$ cat src/rtl/bjack_pkg.sv
// Shared definitions for the blackjack game core and its automatic player:
// FSM encoding, datapath widths and the common draw threshold.
package bjack_pkg;

    localparam int HAND_W        = 5;
    localparam int CNT_W         = 8;
    localparam int DEF_THRESHOLD = 17;

    typedef enum logic [2:0] {
        ST_IDLE    = 3'd0,
        ST_START_P = 3'd1,
        ST_START_W = 3'd2,
        ST_EVAL    = 3'd3,
        ST_CARD_P  = 3'd4,
        ST_CARD_W  = 3'd5,
        ST_GAP     = 3'd6
    } state_t;

    function automatic int max4(input int a, input int b, input int c, input int d);
        int m;
        m = a;
        if (b > m) m = b;
        if (c > m) m = c;
        if (d > m) m = d;
        return m;
    endfunction

endpackage

$ cat src/rtl/sat_cnt8.sv
// Enabled up-counter that sticks at all-ones instead of wrapping.
module sat_cnt8
    import bjack_pkg::*;
(
    input  logic             i_clk,
    input  logic             i_rst,
    input  logic             i_inc,
    output logic [CNT_W-1:0] o_cnt
);

    logic [CNT_W-1:0] r_cnt;

    always_ff @(posedge i_clk) begin
        if (i_rst) begin
            r_cnt <= '0;
        end else if (i_inc && (r_cnt != '1)) begin
            r_cnt <= r_cnt + 1'b1;
        end
    end

    assign o_cnt = r_cnt;

endmodule

$ cat src/rtl/bjack_autoplayer.sv
// Unattended player for the blackjack core: presses START / NEW_CARD like a
// person would, draws below a fixed threshold and tallies game outcomes.
module bjack_autoplayer
    import bjack_pkg::*;
#(
    parameter int PULSE_LEN = 4,
    parameter int SETTLE    = 8,
    parameter int THRESHOLD = DEF_THRESHOLD,
    parameter int GAP_LEN   = 16,
    parameter int TIMEOUT   = 255,
    parameter int NUM_GAMES = 0
) (
    input  logic              i_sys_clk,
    input  logic              i_reset,
    input  logic              i_enable,
    input  logic [HAND_W-1:0] i_hand,
    input  logic              i_hold,
    input  logic              i_bust,
    output logic              o_start_n,
    output logic              o_new_card_n,
    output logic              o_playing,
    output logic [CNT_W-1:0]  o_games,
    output logic [CNT_W-1:0]  o_wins,
    output logic [CNT_W-1:0]  o_busts,
    output logic              o_err,
    output state_t            o_dbg_state
);

    localparam int MAX_WAIT = max4(PULSE_LEN, SETTLE, GAP_LEN, TIMEOUT);
    localparam int TMR_W    = $clog2(MAX_WAIT + 1);
    localparam logic [HAND_W-1:0] THR   = HAND_W'(THRESHOLD);
    localparam logic [CNT_W-1:0]  LIMIT = CNT_W'(NUM_GAMES);

    state_t            r_state, w_next;
    logic [TMR_W-1:0]  r_tmr, w_tmr_nxt, w_tmr_dec;
    logic [HAND_W-1:0] r_hand_q;
    logic              r_hold_d, r_bust_d;
    logic              r_start_n, r_new_card_n, r_playing, r_err;
    logic              w_tmr_zero, w_limit, w_card_ack;
    logic              w_inc_games, w_inc_wins, w_inc_busts;
    logic              w_set_err, w_set_play, w_clr_play, w_latch;
    logic [CNT_W-1:0]  w_games, w_wins, w_busts;

    assign w_tmr_zero = (r_tmr == '0);
    assign w_tmr_dec  = r_tmr - 1'b1;
    assign w_limit    = (NUM_GAMES != 0) && (w_games == LIMIT);
    // A card is acknowledged by a hand change or a fresh HOLD/BUST edge.
    assign w_card_ack = (i_hand != r_hand_q) || (i_hold && !r_hold_d) || (i_bust && !r_bust_d);

    always_comb begin
        w_next      = r_state;
        w_tmr_nxt   = r_tmr;
        w_inc_games = 1'b0;
        w_inc_wins  = 1'b0;
        w_inc_busts = 1'b0;
        w_set_err   = 1'b0;
        w_set_play  = 1'b0;
        w_clr_play  = 1'b0;
        w_latch     = 1'b0;
        case (r_state)
            ST_IDLE: begin
                if (i_enable && !w_limit) begin
                    w_next    = ST_START_P;
                    w_tmr_nxt = TMR_W'(PULSE_LEN - 1);
                end
            end
            ST_START_P: begin
                if (w_tmr_zero) begin
                    w_next    = ST_START_W;
                    w_tmr_nxt = TMR_W'(SETTLE - 1);
                end else begin
                    w_tmr_nxt = w_tmr_dec;
                end
            end
            ST_START_W: begin
                if (!w_tmr_zero) begin
                    w_tmr_nxt = w_tmr_dec;
                end else if ((i_hand == '0) && !i_hold && !i_bust) begin
                    w_next     = ST_EVAL;
                    w_set_play = 1'b1;
                end else begin
                    w_next    = ST_GAP;
                    w_tmr_nxt = TMR_W'(GAP_LEN - 1);
                    w_set_err = 1'b1;
                end
            end
            ST_EVAL: begin
                if (i_bust) begin
                    w_inc_busts = 1'b1;
                    w_inc_games = 1'b1;
                    w_clr_play  = 1'b1;
                    w_next      = ST_GAP;
                    w_tmr_nxt   = TMR_W'(GAP_LEN - 1);
                end else if (i_hold) begin
                    w_inc_wins  = 1'b1;
                    w_inc_games = 1'b1;
                    w_clr_play  = 1'b1;
                    w_next      = ST_GAP;
                    w_tmr_nxt   = TMR_W'(GAP_LEN - 1);
                end else if (i_hand < THR) begin
                    w_latch   = 1'b1;
                    w_next    = ST_CARD_P;
                    w_tmr_nxt = TMR_W'(PULSE_LEN - 1);
                end
            end
            ST_CARD_P: begin
                if (w_tmr_zero) begin
                    w_next    = ST_CARD_W;
                    w_tmr_nxt = TMR_W'(TIMEOUT - 1);
                end else begin
                    w_tmr_nxt = w_tmr_dec;
                end
            end
            ST_CARD_W: begin
                if (w_card_ack) begin
                    w_next = ST_EVAL;
                end else if (w_tmr_zero) begin
                    w_next    = ST_EVAL;
                    w_set_err = 1'b1;
                end else begin
                    w_tmr_nxt = w_tmr_dec;
                end
            end
            ST_GAP: begin
                if (w_tmr_zero) begin
                    w_next = ST_IDLE;
                end else begin
                    w_tmr_nxt = w_tmr_dec;
                end
            end
            default: w_next = ST_IDLE;
        endcase
    end

    // Buttons are registered from the next state so each pulse spans exactly its state.
    always_ff @(posedge i_sys_clk) begin
        if (i_reset) begin
            r_state      <= ST_IDLE;
            r_tmr        <= '0;
            r_hand_q     <= '0;
            r_hold_d     <= 1'b0;
            r_bust_d     <= 1'b0;
            r_start_n    <= 1'b1;
            r_new_card_n <= 1'b1;
            r_playing    <= 1'b0;
            r_err        <= 1'b0;
        end else begin
            r_state      <= w_next;
            r_tmr        <= w_tmr_nxt;
            r_hold_d     <= i_hold;
            r_bust_d     <= i_bust;
            r_start_n    <= (w_next != ST_START_P);
            r_new_card_n <= (w_next != ST_CARD_P);
            if (w_latch) r_hand_q <= i_hand;
            if (w_set_play) r_playing <= 1'b1;
            else if (w_clr_play) r_playing <= 1'b0;
            if (w_set_err) r_err <= 1'b1;
        end
    end

    sat_cnt8 u_games (.i_clk(i_sys_clk), .i_rst(i_reset), .i_inc(w_inc_games), .o_cnt(w_games));
    sat_cnt8 u_wins  (.i_clk(i_sys_clk), .i_rst(i_reset), .i_inc(w_inc_wins),  .o_cnt(w_wins));
    sat_cnt8 u_busts (.i_clk(i_sys_clk), .i_rst(i_reset), .i_inc(w_inc_busts), .o_cnt(w_busts));

    assign o_start_n    = r_start_n;
    assign o_new_card_n = r_new_card_n;
    assign o_playing    = r_playing;
    assign o_games      = w_games;
    assign o_wins       = w_wins;
    assign o_busts      = w_busts;
    assign o_err        = r_err;
    assign o_dbg_state  = r_state;

endmodule

$ cat config.mk
export PLATFORM = sky130hd
export DESIGN_NAME = bjack_autoplayer
export DESIGN_NICKNAME = d
export VERILOG_FILES = /design/src/rtl/bjack_pkg.sv /design/src/rtl/sat_cnt8.sv /design/src/rtl/bjack_autoplayer.sv
export SDC_FILE = /design/constraint.sdc
export NUM_CORES = 1
export LEC_CHECK = 0
export ABC_CLOCK_PERIOD_IN_PS = 2700
export BUFFER_PORTS_ARGS = -buffer_cell sky130_fd_sc_hd__buf_2
export CAP_MARGIN = 10
export CORE_MARGIN = 2
export CORE_UTILIZATION = 56
export CTS_CLUSTER_SIZE = 16
export DETAILED_ROUTE_END_ITERATION = 12
export PLACE_DENSITY = 0.87
export SETUP_SLACK_MARGIN = 0.5
export SYNTH_ARGS = -nofsm -noshare
export SYNTH_HDL_FRONTEND = slang
export SYNTH_SLANG_ARGS = --single-unit
$ cat constraint.sdc
create_clock -name i_sys_clk -period 2.7 [get_ports i_sys_clk]
set_input_delay 0.405 -clock i_sys_clk [delete_from_list [all_inputs] [get_ports i_sys_clk]]
set_output_delay 0.405 -clock i_sys_clk [all_outputs]
set_load 0.005 [all_outputs]
# Word-level counts from Yosys, hierarchy flattened

Index checks and enable logic that the tools add are counted.

Word-level logic and storage cells: 96
Output and inout bits: 31
Flip-flop bits (word level): 46
Bits of input ports: 10

Reductions and logical operators: 19
Add/sub/neg operators: 4
Eq/ne operators: 16
Multiplexer cells: 44
Order comparisons: 1

Operators by type and width:

| cell                  | number |
|---|---|
| $mux W8               | 10 |
| $pmux W8 S7           | 1 |
| $mux W3               | 11 |
| $add A8 B1 Y8 const B | 3 |
| $ne A8 B8 Y1 const B  | 3 |
| $pmux W3 S7           | 1 |
| $mux W1               | 20 |
| $eq A3 B3 Y1 const B  | 3 |
| $logic_not A8 Y1      | 1 |
| $sub A8 B1 Y8 const B | 1 |
| $logic_and A1 B1 Y1   | 7 |
| $reduce_bool A7 Y1    | 1 |
| $eq A3 B2 Y1 const B  | 2 |
| $ne A3 B3 Y1 const B  | 2 |
| $logic_not A5 Y1      | 1 |
| $lt A5 B5 Y1 const B  | 1 |
| $ne A5 B5 Y1          | 1 |
| $reduce_and A5 Y1     | 1 |
| $logic_not A1 Y1      | 4 |
| $ne A2 B2 Y1 const B  | 2 |
| $ne A4 B4 Y1 const B  | 1 |
| $eq A3 B1 Y1 const B  | 1 |
| $logic_not A3 Y1      | 1 |
| $ne A3 B1 Y1 const B  | 1 |
| other kinds (3)       | 4 |

# Depth between registers and ports, before layout

Word-level depth: 7
Gate-level depth with buffers: 9
Gate-level depth less buffers: 7

# By module

A second synthesis with hierarchy kept.

Cells, all modules: 323
Area total of the unflattened synthesis: 2,806.4 um^2

By module, submodules not included:

| module           | sequential area each (um^2) | area an instance (um^2) | cells each | times used |
|---|---|---|---|---|
| bjack_autoplayer | 440.4                       | 1,515.2                 | 185        | 1 |
| sat_cnt8         | 160.2                       | 430.4                   | 46         | 3 |

# Worst setup path after synthesis

No wires, ideal clock.

Path kind: reg-to-reg
Start point: register r_tmr[0]
End point: register r_tmr[0]
Required time: 2.628 ns
Setup time: 0.072 ns
Stages on the path, launching flop included: 10
Buffers on the path: 2
Period minus slack after synthesis: 2.171 ns
Setup slack: 0.529 ns
Arrival: 2.100 ns
Cells stage by stage: dfxtp_1 > inv_1 > ha_1 > or3b_2 > clkbuf_1 > nor4b_2 > a311oi_1 > and3_1 > clkbuf_1 > mux2i_1

Longest elaborated chain between the ends: 4
Elaborated cells on any way between the ends: 10
Those cells by class: add/sub: 1; eq/ne: 1; mux: 6; reduce/logical: 2

Ends and longest elaborated chain:

| item                                              | RTL line                                         | RTL |
|---|---|---|
| from (decl)                                       | bjack_autoplayer.sv:35                           | `logic [TMR_W-1:0] r_tmr, w_tmr_nxt, w_tmr_dec;` |
| from (signal assigned)                            | bjack_autoplayer.sv:149                          | `r_tmr <= w_tmr_nxt;` |
| $sub A8 B1 Y8 or $logic_not A8 Y1 (tied branches) | bjack_autoplayer.sv:45, bjack_autoplayer.sv:44   |  |
| $mux W8                                           | bjack_autoplayer.sv:117, bjack_autoplayer.sv:125 |  |
| $mux W8                                           | bjack_autoplayer.sv:115                          | `if (w_card_ack) begin` |
| $pmux W8 S7                                       | bjack_autoplayer.sv:60                           | `case (r_state)` |

Parallel ways exist; a longest one is shown, timed or not. The select of a mux whose other input is x is not followed.
A chain may end at the register's enable or synchronous reset.

# Worst setup path after layout

Start point: register r_state[0] (netlist: o_dbg_state[0])
End point: register r_start_n (netlist: o_start_n)

Longest elaborated chain between the ends: 5
Elaborated cells on any way between the ends: 19
Those cells by class: eq/ne: 7; mux: 11; reduce/logical: 1

Ends and longest elaborated chain:

| item                   | RTL line                | RTL |
|---|---|---|
| from (decl)            | bjack_autoplayer.sv:34  | `state_t r_state, w_next;` |
| from (signal assigned) | bjack_autoplayer.sv:148 | `r_state <= w_next;` |
| $mux W3                | bjack_autoplayer.sv:100 | `end else if (i_hand < THR) begin` |
| $mux W3                | bjack_autoplayer.sv:94  | `end else if (i_hold) begin` |
| $mux W3                | bjack_autoplayer.sv:88  | `if (i_bust) begin` |
| $pmux W3 S7 (*)        | bjack_autoplayer.sv:60  |  |
| $ne A3 B1 Y1 (*)       | bjack_autoplayer.sv:152 | `r_start_n <= (w_next != ST_START_P);` |
| to (signal assigned)   | bjack_autoplayer.sv:152 |  |
| to (decl)              | bjack_autoplayer.sv:38  | `logic r_start_n, r_new_card_n, r_playing, r_err;` |

Mark *: on every way between the ends. The rest lies on a longest branch, timed or not.

==> results.py <==
metrics = {
    "run_status": {
        "status": "complete, no violations",
    },
    "synthesis": {
        "synthesis.nets": 315,
        "synth_compound_area_frac": 0.170,
        "yosys_warnings": 0,
        "post_synth_mux_area_share": 0.0320,
        "ys.flop_type": "dfxtp_1",
        "ys_types": 54,
        "synth-xor-area-share": 0.0840,
        "syn_avg_cell_area_um2": 8.31,
        "ys_seq_area_frac": 0.368,
        "synth_top_family_by_area": "simple AND/OR/NAND/NOR gates",
        "async_flop_share": 0,
        "ys_ff_latch": 46,
        "netlist_instances": 301,
        "synth_simple_gate_area_frac": 0.280,
        "synth_edf_count": 0,
        "synth_fa_ha_area_frac": 0.0200,
        "syn_area_um2": 2500,
    },
    "routing": {
        "via_per_inst": 6.07,
        "met3_length_um": 283,
        "wl_met2_um": 2750,
        "via_count": 2387,
        "wl_met1_um": 2550,
        "drc": 0,
        "drt-wirelength-per-cell_um": 14.4,
        "highest_layer": "met4",
        "drtIter0Drc": 195,
        "drtAntennaViolNets": 0,
        "dr.pass1.iters": 4,
        "drt_wl_total_um": 5650,
    },
    "grt": {
        "grt_max_degree": 50,
        "antenna_found_initial": 0,
        "track_usage": 0.223,
        "first_global_vias": 2058,
        "overflow": 0,
        "grt_pass1_wl_um": 9180,
    },
    "setup_path": {
        "crit_chain": "and3b_1 -> nand3b_1 -> o41a_1 -> nor3b_1 -> or4_1",
        "start_kind": "flip-flop",
        "critPathTopFamily": "simple AND/OR/NAND/NOR gates",
        "critical_path.startpoint": "o_dbg_state[0]",
        "critPathMaxStageDelay_ns": 0.57,
        "path_class": "reg -> reg",
        "cp_max_fo": 14,
        "r2r_start": "o_dbg_state[0]",
        "critical_path_arrival_ns": 2.41,
        "slowest_stage": "dfxtp_1",
        "required_ns": 2.89,
        "path_buf_inv": 0,
        "crit_path_end_kind": "flip-flop",
    },
    "worst_hold_path": {
        "hold_start": "i_hand[4]",
        "hold_path_class": "in -> reg",
    },
    "floorplanning": {
        "dieArea_um2": 5020,
        "die_x_um": 70.8,
        "io_pins": 41,
        "design.core.area_um2": 4320,
        "initial_core_util": 0.578,
        "rows": 24,
        "die_h_um": 70.8,
    },
    "cells_and_area": {
        "diodes": 0,
        "area_growth_pct": 16.3,
        "drive_gt1_frac": 0.208,
        "utilization": 0.672,
        "nNetsFinal": 354,
    },
    "clocking": {
        "htree_num_levels": 2,
        "clockBufferDepth": 2,
        "root_buffer": "clkbuf_8",
        "clock_latency_ns": 0.31,
        "cts-buffers-inserted": 5,
        "cts_tree": "built",
        "clock_sinks": 46,
        "cts.clk_slew.worst_paths_ns": 0.09,
    },
    "sta": {
        "worst_clock_skew_ns": 0.0123,
        "final_max_slew_viol_count": 0,
        "post-route-min-period_ns": 2.23,
        "worst_pin_slew_ns": 0.881,
        "rsz0062_at_grt": "yes",
        "hold_viol_final": 0,
        "holdWs_ns": 0.390,
        "max_freq_mhz": 449,
        "tns_ns": 0,
        "period_share": 0.825,
        "relSlewSlack": 0.412,
        "worst_slack_ns": 0.473,
        "setup_viol": 0,
    },
    "power_and_ir_drop": {
        "pwr-share-clk": 0.155,
        "p_sw_frac": 0.420,
        "comb_power_share": 0.508,
        "p_leak_nw": 1.13,
        "power.density_nw_per_um2": 941,
        "total_power_mw": 2.74,
        "intPower_mw": 1.59,
        "irDropWorstVdd_uv": 482,
        "p_switching_mw": 1.15,
        "seqPwrFrac": 0.337,
    },
    "placed_design": {
        "pre_cts_ws_ns": 0.306,
        "port_buffers": 40,
        "dp_hpwl_um": 3980,
        "gp_congestion": 0.953,
    },
    "flow_run": {
        "cap_violations": 0,
    },
}
==> metrics by stage <==
| step | cells | instance area [um^2] |
|---|---|---|
| global placement | 383 | 2740 |
| floorplan | 301 | 2500 |
| global route | 393 | 2910 |
| detailed placement | 383 | 2740 |
| CTS | 392 | 2840 |
| finish | 393 | 2910 |
==> power groups by stage <==
| stage | combinational, mW | sequential (mW) | clock, mW |
|---|---|---|---|
| floorplan | 0.943 | 0.881 | 0 |
| global placement | 1.14 | 0.921 | 0 |
| detailed placement | 1.17 | 0.928 | 0 |
| CTS | 1.21 | 0.914 | 0.434 |
| global route | 1.52 | 0.940 | 0.457 |
| finish | 1.39 | 0.923 | 0.425 |
==> synth_stat cells, types with 6 or more instances <==
library cell,number,share of area
a21oi_1,14,0.028
clkbuf_1,15,0.023
dfxtp_1,46,0.37
inv_1,13,0.020
mux2i_1,8,0.032
nand2_1,15,0.023
nand2b_1,6,0.015
nand3_1,14,0.028
nor2_1,39,0.059
nor3_1,14,0.028
o21ai_0,12,0.024
xnor2_1,22,0.077
==> registers in the layout (all words and copies together) (netlist names) <==
name	count
u_busts.o_cnt	8
o_new_card_n	1
r_bust_d	1
r_tmr	8
r_hand_q	5
u_games.o_cnt	8
u_wins.o_cnt	8
r_hold_d	1
o_playing	1
o_start_n	1
o_err	1
o_dbg_state	3
==> worst register-to-register path, cell delays in order, from the launching register on <==
cell and delay (ns):
dfxtp_1 0.57, and3b_1 0.44, nand3b_1 0.14, o41a_1 0.27
nor3b_1 0.23, or4_1 0.46
==> cell families after synthesis <==
kind of cell / count (synthesis)
and+or+nand+nor: 128
AOI/OAI and AO/OA: 62
DFF: 46
buffers and inverters: 29
xor gates and xnor gates: 24
muxes: 8
adders and majority gates: 4
==> cells in the final DEF, fill, tap and decap left out, types with 3 or more instances in the layout <==
cell and n:
nand2_1 15, clkbuf_8 5, inv_1 13, nor3_1 14, a31oi_1 5, nor4_1 5, o221ai_1 3, o21ai_0 12
ha_1 3, nand4_1 5, nor3b_1 3, o211ai_1 3, nand3_1 14, and4_1 4, xnor2_1 22, nand2b_1 6
or3_1 4, or4_1 3, buf_4 7, a311oi_1 3, dfxtp_1 45, a21oi_1 14, nor2_1 38, buf_2 40
mux2i_1 8
==> per-layer routing <==
| metal | GRT usage | up-vias |
|---|---|---|
| li1 | - | 1173 |
| met1 | 0.300 | 1136 |
| met2 | 0.356 | 71 |
| met3 | 0.0427 | 7 |
| met4 | 0.0860 | 0 |
| met5 | 0 | - |
==> what timing repair did <==
item | CTS | global route
buffers inserted | 1 | 1
resized for setup | 1 | 11
hold buffers | 0 | 0
pin swaps | 0 | 4
hold endpoints to repair | 0 | 0
endpoints found under the setup margin | 7 | 14
==> path summary, 6_finish.rpt <==
check | endpoint | slack, ns | cells after the start
max | o_start_n | 0.47 | 5
min | r_hand_q[4] | 0.39 | 3
max reg2reg | o_start_n | 0.47 | 5
min reg2reg | o_err | 0.45 | 2
==> final cells by class <==
class                           count  area (um^2)
Clock buffer                        5         68.8
Clock inverter                      3         18.8
Fill cell                         381         1420
Inverter                           13         48.8
Multi-Input combinational cell    226         1510
Sequential cell                    46          922
Tap cell                           52         65.1
Timing Repair Buffer               48          273
No activity file was read; power rests on OpenSTA's default activity.
